`src/rtl/ntt_pkg.sv`:
```
// Shared constants, FSM encoding and helpers for the NTT butterfly scheduler.
package ntt_pkg;

    localparam int DEF_LOGN    = 12;
    localparam int DEF_N       = 1 << DEF_LOGN;
    localparam int DEF_BF_LAT  = 8;
    localparam int DEF_RAM_LAT = 2;

    typedef enum logic [1:0] {
        ST_IDLE  = 2'd0,
        ST_RUN   = 2'd1,
        ST_DRAIN = 2'd2,
        ST_DONE  = 2'd3
    } state_t;

    // Read-to-write distance: RAM read latency plus butterfly latency.
    function automatic int pipe_depth(input int ram_lat, input int bf_lat);
        return ram_lat + bf_lat;
    endfunction

    // Width of the stage output, enough to hold 0..logn-1.
    function automatic int stage_width(input int logn);
        return $clog2(logn) + 1;
    endfunction

    // Bank select of an address: pair members must always disagree here.
    function automatic logic parity(input logic [31:0] v);
        return ^v;
    endfunction

endpackage

```
`src/rtl/ntt_delay_line.sv`:
```
// Fixed-depth shift register that carries {valid, addr_a, addr_b} from the
// read issue point to the write-back point.
module ntt_delay_line
    import ntt_pkg::*;
#(
    parameter int DEPTH = 10,
    parameter int WIDTH = 25
) (
    input  logic             clk,
    input  logic             rst,
    input  logic [WIDTH-1:0] din,
    output logic [WIDTH-1:0] dout,
    output logic             inflight
);

    logic [WIDTH-1:0] sr [DEPTH];

    // Shift one slot per cycle; reset wipes every slot so no write survives.
    always_ff @(posedge clk or posedge rst) begin
        if (rst) begin
            for (int i = 0; i < DEPTH; i++) begin
                sr[i] <= '0;
            end
        end else begin
            sr[0] <= din;
            for (int i = 1; i < DEPTH; i++) begin
                sr[i] <= sr[i-1];
            end
        end
    end

    assign dout = sr[DEPTH-1];

    // Flags valid entries still behind the output slot (more writes to come).
    always_comb begin
        inflight = 1'b0;
        for (int i = 0; i < DEPTH - 1; i++) begin
            inflight = inflight | sr[i][WIDTH-1];
        end
    end

endmodule

```
`src/rtl/ntt_butterfly_scheduler.sv`:
```
// Address/twiddle sequencer for an in-place radix-2 Cooley-Tukey forward NTT.
// Reads one butterfly pair per cycle and replays the same pair as a write
// PIPE cycles later; each stage drains fully before the next one reads.
module ntt_butterfly_scheduler
    import ntt_pkg::*;
#(
    parameter int  LOGN    = DEF_LOGN,
    parameter int  BF_LAT  = DEF_BF_LAT,
    parameter int  RAM_LAT = DEF_RAM_LAT,
    localparam int SW      = stage_width(LOGN)
) (
    input  logic            clk,
    input  logic            rst,
    input  logic            start,
    output logic            busy,
    output logic            done,
    output logic [SW-1:0]   stage,
    output logic            rd_en,
    output logic [LOGN-1:0] rd_addr_a,
    output logic [LOGN-1:0] rd_addr_b,
    output logic            tw_en,
    output logic [LOGN-1:0] tw_idx,
    output logic            wr_en,
    output logic [LOGN-1:0] wr_addr_a,
    output logic [LOGN-1:0] wr_addr_b
);

    localparam int PIPE = pipe_depth(RAM_LAT, BF_LAT);
    localparam int JW   = LOGN - 1;
    localparam int DW   = 1 + 2 * LOGN;
    localparam logic [JW-1:0] J_LAST = '1;
    localparam logic [SW-1:0] S_LAST = SW'(LOGN - 1);

    state_t          state, state_next;
    logic [SW-1:0]   s, s_next;
    logic [JW-1:0]   j, j_next;
    logic            inflight;
    logic [DW-1:0]   dl_in, dl_out;

    logic [SW-1:0]   p;
    logic [LOGN-1:0] j_ext, low_mask, addr_a, addr_b, tw;

    // State, stage and butterfly counters.
    always_ff @(posedge clk or posedge rst) begin
        if (rst) begin
            state <= ST_IDLE;
            s     <= '0;
            j     <= '0;
        end else begin
            state <= state_next;
            s     <= s_next;
            j     <= j_next;
        end
    end

    // Next-state logic: run N/2 pairs, drain the pipe, then advance the stage.
    always_comb begin
        state_next = state;
        s_next     = s;
        j_next     = j;
        case (state)
            ST_IDLE: begin
                if (start) begin
                    state_next = ST_RUN;
                    s_next     = '0;
                    j_next     = '0;
                end
            end
            ST_RUN: begin
                j_next = j + 1'b1;
                if (j == J_LAST) begin
                    state_next = ST_DRAIN;
                end
            end
            ST_DRAIN: begin
                if (!inflight) begin
                    if (s == S_LAST) begin
                        state_next = ST_DONE;
                    end else begin
                        state_next = ST_RUN;
                        s_next     = s + 1'b1;
                        j_next     = '0;
                    end
                end
            end
            ST_DONE: begin
                state_next = ST_IDLE;
            end
            default: begin
                state_next = ST_IDLE;
            end
        endcase
    end

    // Pair addresses: insert a zero at bit p of j, partner sets that bit.
    always_comb begin
        p        = S_LAST - s;
        j_ext    = LOGN'(j);
        low_mask = (LOGN'(1) << p) - LOGN'(1);
        addr_a   = ((j_ext >> p) << (p + 1'b1)) | (j_ext & low_mask);
        addr_b   = addr_a | (LOGN'(1) << p);
        tw       = (LOGN'(1) << s) + (j_ext >> p);
    end

    // Outputs are forced to zero outside the states that own them.
    always_comb begin
        rd_en     = (state == ST_RUN);
        rd_addr_a = rd_en ? addr_a : '0;
        rd_addr_b = rd_en ? addr_b : '0;
        tw_en     = rd_en;
        tw_idx    = rd_en ? tw : '0;
        busy      = (state != ST_IDLE);
        done      = (state == ST_DONE);
        stage     = (state == ST_IDLE) ? '0 : s;
        dl_in     = {rd_en, rd_addr_a, rd_addr_b};
        wr_en     = dl_out[DW-1];
        wr_addr_a = dl_out[2*LOGN-1:LOGN];
        wr_addr_b = dl_out[LOGN-1:0];
    end

    ntt_delay_line #(
        .DEPTH (PIPE),
        .WIDTH (DW)
    ) u_delay (
        .clk      (clk),
        .rst      (rst),
        .din      (dl_in),
        .dout     (dl_out),
        .inflight (inflight)
    );

endmodule

```
`config.mk`:
```
export PLATFORM = sky130hd
export DESIGN_NAME = ntt_butterfly_scheduler
export DESIGN_NICKNAME = d
export VERILOG_FILES = /design/src/rtl/ntt_pkg.sv /design/src/rtl/ntt_delay_line.sv /design/src/rtl/ntt_butterfly_scheduler.sv
export SDC_FILE = /design/constraint.sdc
export NUM_CORES = 1
export LEC_CHECK = 0
export ABC_AREA = 1
export CAP_MARGIN = 25
export CORE_MARGIN = 2
export CORE_UTILIZATION = 38
export DETAILED_ROUTE_END_ITERATION = 8
export PLACE_DENSITY_LB_ADDON = 0.05
export SYNTH_ARGS = -nofsm -noshare
export SYNTH_HDL_FRONTEND = slang
export SYNTH_HIERARCHICAL = 1
export SYNTH_SLANG_ARGS = --single-unit
```
`constraint.sdc`:
```
create_clock -name clk -period 19.98 [get_ports clk]
set_input_delay 2.997 -clock clk [delete_from_list [all_inputs] [get_ports clk]]
set_output_delay 2.997 -clock clk [all_outputs]
set_load 0.1 [all_outputs]
```
# Word-level counts from Yosys, hierarchy flattened
# Index checks and enable logic that the tools add are counted.
[word_totals] regBits=268 word_cells=67
[classes] n_addsub=6 n_eq_ne=9 shifts=4 muxes=17 bitwise=11 n_reduce_logical=7
[ops] cell="$mux 12" count=3
[ops] cell="$mux 11" count=3
[ops] cell="$pmux 11 s3" count=1
[ops] cell="$or 12x12->12" count=2
[ops] cell="$shl 1x5->12 const A" count=2
[ops] cell="$mux 5" count=4
[ops] cell="$add 12x12->12" count=1
[ops] cell="$and 11x12->12" count=1
[ops] cell="$shl 12x5->12" count=1
[ops] cell="$shr 11x5->12" count=1
[ops] cell="$sub 12x2->12 const B" count=1
[ops] cell="$add 11x1->11 const B" count=1
[ops] cell="$eq 11x11->1 const B" count=1
[ops] cell="$add 5x1->5 const B" count=2
[ops] cell="$pmux 5 s2" count=1
[ops] cell="$mux 2" count=4
[ops] cell="$or 1x1->1" count=8
[ops] cell="$pmux 2 s4" count=1
[ops] cell="$reduce_and 4->1" count=2
[ops] cell="$ne 2x2->1 const B" count=3
[ops] cell="$eq 5x4->1 const B" count=1
[ops] cell="$sub 4x5->5 const A" count=1
[ops] cell="$eq 2x2->1 const B" count=2
[ops] cell="$reduce_bool 2->1" count=2
[ops] cell="5 further kinds" count=5

# Depth between registers and ports, before layout
# Gate-level depths: netlist of run 1.
[depth] ltp_word=10 mapped_depth=18 mapped_depth_nobuf=17

# Hierarchy
# The synthesis of run 1 kept the hierarchy.
[modules_own_cells] module="ntt_delay_line" instances=1 cells_each=283 area_each_um2=6477.5
[modules_own_cells] module="ntt_butterfly_scheduler" instances=1 cells_each=591 area_each_um2=3350.7

# Worst setup path before layout of run 1
# OpenSTA, ideal clock, no wires.
[synth_path] path_kind="register -> output" from="reg s[2]" to="out tw_idx[8]" arrival_time_ns=4.209 required_ns=16.983 slack_ns=12.774 stages_incl_launch_ff=18 n_path_buf=2 path_cell_list="dfrtp_1 > inv_2 > buf_1 > ha_1 > inv_1 > nand3_4 > inv_4 > buf_6 > nand3_2 > nand2_1 > ha_1 > a21oi_1 > o21ai_0 > a21oi_1 > nor2_1 > o21ai_0 > a21oi_1 > nor2_1"
[synth_via] elab_chain_cells=4 word_cells_on_any_way=5
[synth_rtl] element="from (decl)" line="ntt_butterfly_scheduler.sv:35" text="logic [SW-1:0] s, s_next;"
[synth_rtl] element="from (signal assigned)" line="ntt_butterfly_scheduler.sv:51" text="s <= s_next;"
[synth_rtl] element="$sub 4x5->5" line="ntt_butterfly_scheduler.sv:97" text="p = S_LAST - s;"
[synth_rtl] element="$shr 11x5->12" line="ntt_butterfly_scheduler.sv:102" text="tw = (LOGN'(1) << s) + (j_ext >> p);"
[synth_rtl] element="$add 12x12->12 *" line="ntt_butterfly_scheduler.sv:102"
[synth_rtl] element="$mux 12 *" line="ntt_butterfly_scheduler.sv:111" text="tw_idx = rd_en ? tw : '0;"
[synth_rtl] element="to (decl)" line="ntt_butterfly_scheduler.sv:22" text="output logic [LOGN-1:0] tw_idx,"
# Mark *: on every way between the ends. The rest lies on a longest branch, timed or not.

# Worst setup path in the final report of run 1
# Ends and elaborated chain as after synthesis.

==> results of run 1 <==
==> metal layers <==
| layer | track usage [%] | share of wire [%] | wire length (µm) |
|---|---|---|---|
| met1 | 21.2 | 43 | 9500 |
| met2 | 30.2 | 50 | 11000 |
| met3 | 2.26 | 3.7 | 815 |
| met4 | 5.57 | 2.8 | 620 |
| met5 | 0 | 0 | 0 |
==> power groups by stage <==
stage	Clock (mW)	Sequential, mW	Combinational, mW
after floorplan	0	0.553	0.00795
after global placement	0	0.553	0.0111
after detailed placement	0	0.553	0.0116
after CTS	0.523	0.543	0.0116
after global routing	0.546	0.542	0.0130
final	0.507	0.543	0.0107
==> cells in the mapped netlist, drive strengths merged <==
| cell type | n | area (µm²) |
|---|---|---|
| a211oi | 1 | 7.51 |
| a21oi | 34 | 170 |
| a311oi | 1 | 8.76 |
| a31oi | 5 | 31.3 |
| and2 | 2 | 12.5 |
| buf | 39 | 274 |
| clkbuf | 6 | 22.5 |
| clkinv | 1 | 3.75 |
| dfrtp | 268 | 6710 |
| fa | 1 | 20.0 |
| ha | 23 | 288 |
| inv | 86 | 325 |
| nand2 | 184 | 759 |
| nand3 | 87 | 468 |
| nand4 | 15 | 93.8 |
| nor2 | 69 | 334 |
| nor3 | 12 | 60.1 |
| nor4 | 1 | 6.26 |
| o2111ai | 2 | 17.5 |
| o211ai | 1 | 7.51 |
| o21ai | 24 | 120 |
| o21bai | 3 | 22.5 |
| o22ai | 2 | 12.5 |
| or2 | 2 | 12.5 |
| xnor2 | 2 | 17.5 |
| xor2 | 3 | 26.3 |
==> worst paths after layout <==
path	start	endpoint	slack (ns)	depth (start not counted)
min reg2reg	u_delay/sr[104]	u_delay/sr[79]	0.31	0
min	u_delay/sr[104]	u_delay/sr[79]	0.31	0
max	s[2]	tw_idx[8]	11.39	16
max in group asynchronous	rst	u_delay/sr[134]	14.79	4
max reg2reg	s[2]	u_delay/sr[233]	16.27	16
min in group asynchronous	rst	u_delay/sr[199]	2.99	2
==> cells by family (layout without fill, tap and decap cells) <==
family,Yosys count,in the layout
AOI/OAI and AO/OA,73,73
xor gates and xnor gates,5,5
adders and majority gates,24,24
buffers and inverters,132,212
DFF,268,268
and+or+nand+nor,372,372
==> registers in the layout (all words and copies together), names as in the netlist <==
name,cells
u_delay/sr,225
u_delay/dout,25
j,11
s,5
state,2
==> worst register-to-register path, cell delays in order (launching register included) <==
cell	delay [ns]
sky130_fd_sc_hd__dfrtp_1	0.81
sky130_fd_sc_hd__inv_2	0.37
sky130_fd_sc_hd__ha_1	0.52
sky130_fd_sc_hd__inv_1	0.13
sky130_fd_sc_hd__nand3_4	0.20
sky130_fd_sc_hd__nor2_1	0.09
sky130_fd_sc_hd__inv_1	0.24
sky130_fd_sc_hd__ha_1	0.30
sky130_fd_sc_hd__inv_1	0.09
sky130_fd_sc_hd__nor2_2	0.18
sky130_fd_sc_hd__nand2_1	0.07
sky130_fd_sc_hd__nand2_1	0.05
sky130_fd_sc_hd__a21oi_1	0.06
sky130_fd_sc_hd__nor2_1	0.15
sky130_fd_sc_hd__nand2_1	0.11
sky130_fd_sc_hd__nand2_1	0.09
sky130_fd_sc_hd__nand2_1	0.08
==> metrics by stage <==
stage / power (mW) / instances / util (%) / hold slack [ns]
6_report: 1.06 / 1284 / 46.0 / 0.312
5_1_grt: 1.10 / 1284 / 46.0 / 0.325
2_1_floorplan: 0.561 / 874 / - / 0.331
3_3_place_gp: 0.564 / 1234 / 42.4 / 0.331
4_1_cts: 1.08 / 1284 / 46.0 / 0.312
3_5_place_dp: 0.564 / 1234 / 42.4 / 0.335
==> area by class of cell <==
cell class                      instances  area [µm²]
Inverter                               87         337
Multi-Input combinational cell        474        2500
Tap cell                              330         413
Clock inverter                         11         129
Clock buffer                           39         801
Timing Repair Buffer                   75         743
Sequential cell                       268        6710
Fill cell                            2369       13600
==> layout by cell type, fill, tap and decap left out, drive strengths merged, types with 2 or more instances in the layout <==
| cell | instances |
|---|---|
| o21ai | 24 |
| xnor2 | 2 |
| nand3 | 87 |
| dfrtp | 268 |
| o21bai | 3 |
| bufinv | 2 |
| a31oi | 5 |
| nand4 | 15 |
| clkinv | 6 |
| nor2 | 69 |
| nand2 | 184 |
| o22ai | 2 |
| or2 | 2 |
| ha | 23 |
| o2111ai | 2 |
| clkdlybuf4s50 | 72 |
| clkinvlp | 2 |
| clkbuf | 39 |
| inv | 88 |
| nor3 | 12 |
| xor2 | 3 |
| a21oi | 34 |
| buf | 3 |
| and2 | 2 |
==> results_tabular.tex, run 1 <==
\begin{tabular}{lr}
\hline
Metric & Value \\
\hline
\multicolumn{2}{l}{\textbf{Yosys}} \\
Share of cell area taken by muxes after synthesis & 0\% \\
Fraction of the mapped netlist area in compound gates & 4.05\% \\
Post-Syn Area per Cell & 11.2 µm² \\
Share of the yosys chip area belonging to registers & 68.2\% \\
Dominant combinational cell family by area after synthesis & simple AND/OR/NAND/NOR gates \\
Nets in the synthesized netlist & 901 \\
Unique cell type count in the Yosys netlist & 40 \\
Simple-gate area share of the yosys netlist & 17.8\% \\
Area share of fa/ha/maj cells after synthesis & 3.13\% \\
Total standard cell area after synthesis & 9830 µm² \\
Number of flip-flops and latches in the synthesized netlist & 268 \\
Synth Instances & 874 \\
Post-synthesis share of cell area spent on xor and xnor gates & 0.446\% \\
Number of synthesis warnings & 6 \\
\multicolumn{2}{l}{\textbf{Routing}} \\
Routed via count divided by cell count & 4.76 \\
Remaining antenna violation count & 0 \\
WL final & 22,000 µm \\
Total number of vias & 6,118 \\
Detailed Routing Iterations Pass 1 & 5 \\
Starting DRT DRC Count & 422 \\
WL per Instance & 17.1 µm \\
Remaining routing DRC violations & 0 \\
\multicolumn{2}{l}{\textbf{CTS}} \\
CTS Root Cell & sky130\_fd\_sc\_hd\_\_clkbuf\_16 \\
Num Clock Sinks & 268 \\
Clock slew at the register clock pins of the worst setup and hold paths & 0.06 ns \\
Clock buffer count from CTS & 27 \\
Later-pin clock latency in the skew report & 0.55 ns \\
Post-CTS setup buffer count & 0 \\
Clock tree from TritonCTS & done \\
H-tree Lvls & 1 \\
Post-cts gate resize count & 0 \\
Number of buffers inserted for hold repair after clock tree synthesis & 0 \\
Buffer depth of the longest clock path & 3 \\
\multicolumn{2}{l}{\textbf{Setup path}} \\
Cell with the most instances on the worst path & sky130\_fd\_sc\_hd\_\_a21oi\_1 \\
Delay of the slowest critical-path stage & 1.14 ns \\
Highest net fanout along the worst path & 18 \\
Worst endpoint data arrival time & 5.59 ns \\
Crit path required time & 16.98 ns \\
Endpoint type of the worst setup path & output port \\
Crit Path Category & reg2out \\
Critical path's top delay family & buffers and inverters \\
Buffers plus inverters on the worst setup path & 4 \\
Chain of cells forming the critical path & inv\_2, ha\_1, inv\_1, nand3\_4, inv\_4, nand3\_2, nand2\_1, ha\_1, a21oi\_1, o21ai\_0, a21oi\_1, nor2\_1, o21ai\_0, a21oi\_1, nor2\_1, clkdlybuf4s50\_1 \\
Slowest cell on the critical path & sky130\_fd\_sc\_hd\_\_clkdlybuf4s50\_1 \\
Setup crit start kind & register \\
\multicolumn{2}{l}{\textbf{STA}} \\
Final Slew Violations & 0 \\
Achievable frequency & 116 MHz \\
Minimum setup slack in the final design & 11.39 ns \\
Max Clock Skew & 0.0402 ns \\
Final clock period utilization by the worst path & 43.0\% \\
Setup violators final & 0 \\
Sum Neg Setup Slack & 0 ns \\
Least-Margin Pin Slew & 1.04 ns \\
Final hold violations & 0 \\
Unrepaired setup endpoints after global routing & no \\
Fin crit period & 8.59 ns \\
Worst slew margin relative to its limit & 30.7\% \\
\multicolumn{2}{l}{\textbf{Placement}} \\
Setup WS pre-CTS & 11.93 ns \\
GP Congestion & 0.897 \\
Half-perimeter wire length after detailed placement & 15,800 µm \\
Number of port buffers & 72 \\
Cell area after placement & 10,700 µm² \\
\multicolumn{2}{l}{\textbf{Finish}} \\
Post-Layout Inst Area & 11,600 µm² \\
Share of post-route cells with drive strength above 1 & 9.22\% \\
Count of inserted antenna diode cells & 0 \\
Final nets & 960 \\
Synth-to-layout area growth & 18.3\% \\
\multicolumn{2}{l}{\textbf{GRT}} \\
GR Overflow Total & 0 \\
Global-route wire length before repair & 35,100 µm \\
Overall routing resource usage & 16.9\% \\
Number of global-route vias before repair & 6,407 \\
Initial antenna violation count & 0 \\
Maximum number of pins on one net before global-route repair & 114 \\
\multicolumn{2}{l}{\textbf{Power and ir drop}} \\
Internal power component & 0.849 mW \\
Maximum vdd drop & 68.9 µV \\
Sw Pwr & 0.212 mW \\
Leak pwr & 5.61 nW \\
Sequential cell fraction of total power & 51.2\% \\
Switching portion of total power & 20.0\% \\
Power share of the clock group & 47.8\% \\
Pwr dens & 91.2 nW/µm² \\
Combinational Power Share & 1.0\% \\
\multicolumn{2}{l}{\textbf{Min path}} \\
Classification of the worst-slack hold path & reg2reg \\
\multicolumn{2}{l}{\textbf{Floorplan}} \\
Die Span X & 165 µm \\
Boundary pin count & 73 \\
Height of the chip & 165 µm \\
CORE AREA & 25,300 µm² \\
Initial cell density of the core & 38.9\% \\
Cell row count & 58 \\
Total die area & 27,200 µm² \\
\multicolumn{2}{l}{\textbf{Flow run}} \\
Reported max-cap violation count & 0 \\
\multicolumn{2}{l}{\textbf{Run status}} \\
Result of the run & finished clean \\
\hline
\end{tabular}
(Power assumes the default switching activity.)
==> inputs of run 2 (changes only) <==
- clock period: 19.98 -> 8.36 ns (I/O delays scaled with it)
==> run 2 against run 1 <==
  * Critical path depth is the same
  * Non-clock buffer count decreased by 1
  * Die area unchanged
  * Sequential power grew 140%
  * Count of clock-buffer cells in the layout grew 1
  * Hold slack improved by 0.016 ns
  * Setup slack got worse by 9.9 ns
  * Utilization shrank 0.15 points
  * First-iteration DRC count rose by 1.2%
  * Clock skew decreased by 0.014 ns
  * Final cell count fell by 0.31%
  * Flip-flop and latch count is the same
  * Largest cell class unchanged
  * Largest power group unchanged
==> results_tabular.tex, run 2 (synthesis gave the netlist of run 1 again) <==
\begin{tabular}{lr}
\hline
Metric & Value \\
\hline
\multicolumn{2}{l}{\textbf{Setup path}} \\
Highest net fanout along the worst path & 18 \\
Worst endpoint data arrival time & 5.60 ns \\
Setup crit start kind & register \\
Endpoint type of the worst setup path & output port \\
Crit Path Category & reg2out \\
Crit path required time & 7.11 ns \\
\multicolumn{2}{l}{\textbf{CTS}} \\
Later-pin clock latency in the skew report & 0.52 ns \\
Clock tree from TritonCTS & done \\
Post-CTS setup buffer count & 0 \\
CTS Root Cell & sky130\_fd\_sc\_hd\_\_clkbuf\_16 \\
Clock buffer count from CTS & 28 \\
Post-cts gate resize count & 0 \\
Num Clock Sinks & 268 \\
Clock slew at the register clock pins of the worst setup and hold paths & 0.06 ns \\
H-tree Lvls & 1 \\
Buffer depth of the longest clock path & 3 \\
Number of buffers inserted for hold repair after clock tree synthesis & 0 \\
\multicolumn{2}{l}{\textbf{Finish}} \\
Register bank with the most flops & u\_delay/sr \\
Synth-to-layout area growth & 17.9\% \\
Final nets & 960 \\
Share of post-route cells with drive strength above 1 & 8.63\% \\
Number of fill cells in the layout & 2,341 \\
Post-Layout Inst Area & 11,600 µm² \\
Final design utilization & 45.9\% \\
Most frequent cells in the layout & sky130\_fd\_sc\_hd\_\_dfrtp\_1 (268), sky130\_fd\_sc\_hd\_\_nand2\_1 (172), sky130\_fd\_sc\_hd\_\_nand3\_1 (82) \\
Max FFs per register & 225 \\
Area taken by multi-input logic gates & 2500 µm² \\
Count of inserted antenna diode cells & 0 \\
Most common cell after layout, fill and taps aside & sky130\_fd\_sc\_hd\_\_dfrtp\_1 \\
Reg area & 6710 µm² \\
\multicolumn{2}{l}{\textbf{GRT}} \\
GR Overflow Total & 0 \\
Number of global-route vias before repair & 6,141 \\
Initial antenna violation count & 0 \\
Overall routing resource usage & 16.0\% \\
Global-route wire length before repair & 33,500 µm \\
Maximum number of pins on one net before global-route repair & 166 \\
\multicolumn{2}{l}{\textbf{Power and ir drop}} \\
Pwr dens & 213 nW/µm² \\
Maximum vdd drop & 154 µV \\
Leak pwr & 5.59 nW \\
\multicolumn{2}{l}{\textbf{STA}} \\
Setup violators final & 0 \\
Unrepaired setup endpoints after global routing & no \\
Least-Margin Pin Slew & 1.06 ns \\
Max Clock Skew & 0.0265 ns \\
Final Slew Violations & 0 \\
Fin crit period & 6.85 ns \\
Sum Neg Setup Slack & 0 ns \\
Hold slack & 0.328 ns \\
Worst slew margin relative to its limit & 29.3\% \\
Achievable frequency & 146 MHz \\
Final clock period utilization by the worst path & 81.9\% \\
Final hold violations & 0 \\
\multicolumn{2}{l}{\textbf{Routing}} \\
WL per Instance & 16.3 µm \\
Remaining routing DRC violations & 0 \\
WL final & 20,800 µm \\
Routed via count divided by cell count & 4.78 \\
Detailed Routing Iterations Pass 1 & 5 \\
Remaining antenna violation count & 0 \\
Starting DRT DRC Count & 427 \\
Total number of vias & 6,124 \\
\multicolumn{2}{l}{\textbf{Floorplan}} \\
Boundary pin count & 73 \\
CORE AREA & 25,300 µm² \\
Die Span X & 165 µm \\
Total die area & 27,200 µm² \\
Initial cell density of the core & 38.9\% \\
Cell row count & 58 \\
Height of the chip & 165 µm \\
\multicolumn{2}{l}{\textbf{Placement}} \\
Half-perimeter wire length after detailed placement & 14,900 µm \\
Cell area after placement & 10,700 µm² \\
GP Congestion & 0.870 \\
Number of port buffers & 72 \\
\multicolumn{2}{l}{\textbf{Run status}} \\
Result of the run & finished clean \\
\multicolumn{2}{l}{\textbf{Min path}} \\
Classification of the worst-slack hold path & reg2reg \\
\multicolumn{2}{l}{\textbf{Flow run}} \\
Reported max-cap violation count & 0 \\
\hline
\end{tabular}
run 2: cell types whose count changed in the layout (fill, tap and decap cells not counted):
| cell | before | now |
|---|---|---|
| sky130_fd_sc_hd__clkbuf_1 | 4 | 6 |
| sky130_fd_sc_hd__clkbuf_8 | 8 | 6 |
| sky130_fd_sc_hd__inv_6 | 2 | 0 |
| sky130_fd_sc_hd__clkinvlp_4 | 2 | 1 |
| sky130_fd_sc_hd__buf_12 | 0 | 1 |
| sky130_fd_sc_hd__clkinv_2 | 4 | 3 |
| sky130_fd_sc_hd__inv_8 | 1 | 2 |
| sky130_fd_sc_hd__bufinv_16 | 2 | 1 |
| sky130_fd_sc_hd__clkbuf_16 | 27 | 28 |
| sky130_fd_sc_hd__buf_4 | 3 | 1 |
run 2: path summary, 6_finish.rpt:
| path | start | endpoint | slack [ns] | cells past startpoint |
|---|---|---|---|---|
| setup / recovery | s[2] | tw_idx[8] | 1.51 | 16 |
| hold / removal | u_delay/sr[54] | u_delay/sr[29] | 0.33 | 0 |
| setup reg to reg | s[2] | u_delay/sr[233] | 4.66 | 16 |
| hold reg to reg | u_delay/sr[54] | u_delay/sr[29] | 0.33 | 0 |
| max in group asynchronous | rst | u_delay/sr[171] | 5.85 | 3 |
| min in group asynchronous | rst | u_delay/sr[174] | 1.20 | 2 |
run 2: cell type report:
type	instances	share of cell area, %
inverters	87	2.90
well taps	330	3.56
repair buffers	74	6.46
clock buffers	40	6.95
clock inverters	7	0.691
flip-flops and latches	268	57.9
multi-input cells	474	21.5
run 2: routing by layer:
metal  wire length [µm]  GRT usage, %
met5                  0             0
met1               9060          21.4
met2              10300          27.3
met3                970          2.39
met4                482          4.74
run 2: through the flow:
stage / total power [mW] / setup slack (ns) / cells
global route: 2.58 / 1.10 / 1280
global placement: 1.35 / 1.97 / 1233
floorplan: 1.34 / 0.234 / 874
CTS: 2.52 / 1.47 / 1280
finish: 2.47 / 1.51 / 1280
detailed placement: 1.35 / 2.07 / 1233
run 2: report_power, final:
part,switching (mW),internal (mW)
Sequential,0,1.30
Clock,0.450,0.697
Combinational,0.0236,0.00202
Total,0.474,2.00
run 2: critical path, cell delays in order (launching register included):
cell and delay, ns:
sky130_fd_sc_hd__dfrtp_1 0.83, sky130_fd_sc_hd__inv_2 0.37, sky130_fd_sc_hd__ha_1 0.48, sky130_fd_sc_hd__inv_1 0.17, sky130_fd_sc_hd__nand3_4 0.19, sky130_fd_sc_hd__inv_4 0.25
sky130_fd_sc_hd__nand3_2 0.15, sky130_fd_sc_hd__nand2_1 0.16, sky130_fd_sc_hd__ha_1 0.30, sky130_fd_sc_hd__a21oi_1 0.19, sky130_fd_sc_hd__o21ai_0 0.13, sky130_fd_sc_hd__a21oi_1 0.21
sky130_fd_sc_hd__nor2_1 0.06, sky130_fd_sc_hd__o21ai_0 0.22, sky130_fd_sc_hd__a21oi_1 0.09, sky130_fd_sc_hd__nor2_1 0.11, sky130_fd_sc_hd__clkdlybuf4s50_1 1.14
==> variant: new RTL, config.mk and constraints of run 2 <==
Change the package constant `DEF_LOGN` from 12 to 13.
--- a/src/rtl/ntt_pkg.sv
+++ b/src/rtl/ntt_pkg.sv
@@ -1,7 +1,7 @@
 // Shared constants, FSM encoding and helpers for the NTT butterfly scheduler.
 package ntt_pkg;
 
-    localparam int DEF_LOGN    = 12;
+    localparam int DEF_LOGN    = 13;
     localparam int DEF_N       = 1 << DEF_LOGN;
     localparam int DEF_BF_LAT  = 8;
     localparam int DEF_RAM_LAT = 2;
Interface: changed (5 resized); port bits go from 73 to 78. No check against the original RTL was run, so the function may have changed too.
==> variant against run 2 <==
Sequential cell count is 21 higher; wire length is 4.7% higher; via count is 7.1% higher; area after synthesis is 9.7% higher; first-iteration DRC count is 29% higher; final area is 9.6% higher; critical path depth is 5 higher; setup slack worse by 0.33 ns.
Power is not compared: it rests on default switching activity, and its combinational part moved more than twofold at a synthesized area within 25%.
==> variant: results (changes against run 2) <==
* Status: finished, final reports clean
* Final Skew at 0.00983 ns (-0.0166 ns)
* Routability cong. at 0.841 (-3.3%)
* TritonRoute pass-1 iters at 7 (+2)
* Nets@finish at 1052 (+9.6%)
* Placed Area at 11800 µm² (+9.8%)
* Area contributors post-synth: dfrtp_1, nand2_1, nand3_1, ha_1, inv_1
* DP Worst Slack at 1.72 ns (-0.353 ns)
* Synth Net Count at 989 (+9.8%)
* IO Port Bufs at 77 (+6.9%)
* Synth Area in Compound Gates at 4.55% (+0.50 points)
* Tot GR Track Use at 15.7% (-0.37 points)
* Routed WL at 21800 µm (+4.7%)
* Routed vias at 6559 (+7.1%)
* Reg2Reg Setup Slack at 4.58 ns (-0.08 ns)
* Crit path max fanout at 32 (+14)
* XOR/XNOR share of the synthesized area at 0.557% (+0.11 points)
* Top post-synthesis cells by count: dfrtp_1, nand2_1, nand3_1, inv_1, nor2_1
* Placed wire-length estimate at 15400 µm (+2.8%)
* Maximum number of pins on one net before global-route repair at 167 (+0.60%)
* FILL cells at 2598 (+11%)
* Synth Area in Adders at 2.85% (-0.28 points)
* Share of layout cells above drive strength 1 at 12.0% (+3.3 points)
* Setup ws final at 1.18 ns (-0.329 ns)
* Min Hold Slack at 0.343 ns (+0.0151 ns)
* Number of flip-flops in the largest register at 243 (+8.0%)
* Synth cell types at 45 (+13%)
* Syn avg cell area at 11.2 µm² (-0.31%)
* Detailed router's first-iteration violation count at 549 (+29%)
* Reg2reg start: s[0]$_DFFE_PP0P_
## variant: cell types whose count changed after synthesis, sizes merged, moves of 7 or more
cell | run 2 | this run
nand4 | 15 | 8
nand2 | 184 | 234
a21oi | 34 | 43
nand3 | 87 | 100
dfrtp | 268 | 289
inv | 86 | 76
## variant: area by class of cell
type	instances	area [µm²]	area share (%)
Antenna cell	1	2.50	0.0197
Timing Repair Buffer	83	828	6.52
Multi-Input combinational cell	547	2930	23.1
Sequential cell	289	7230	57.0
Inverter	76	292	2.30
Tap cell	378	473	3.72
Clock inverter	8	92.6	0.729
Clock buffer	41	851	6.70
## variant: power by group
part	internal [mW]	leakage, nW	switching (mW)
Sequential	1.67	3.98	0.0907
Clock	0.761	0.468	0.482
Combinational	0.428	2.06	1.46
## variant: layer usage
metal | vias to the layer above | global-route usage, % | share of wire [%]
met1 | 3191 | 20.8 | 44
met3 | 43 | 2.04 | 3.7
met5 | - | 0 | 0
met2 | 141 | 26.4 | 49
li1 | 3184 | - | -
met4 | 0 | 5.55 | 3.1
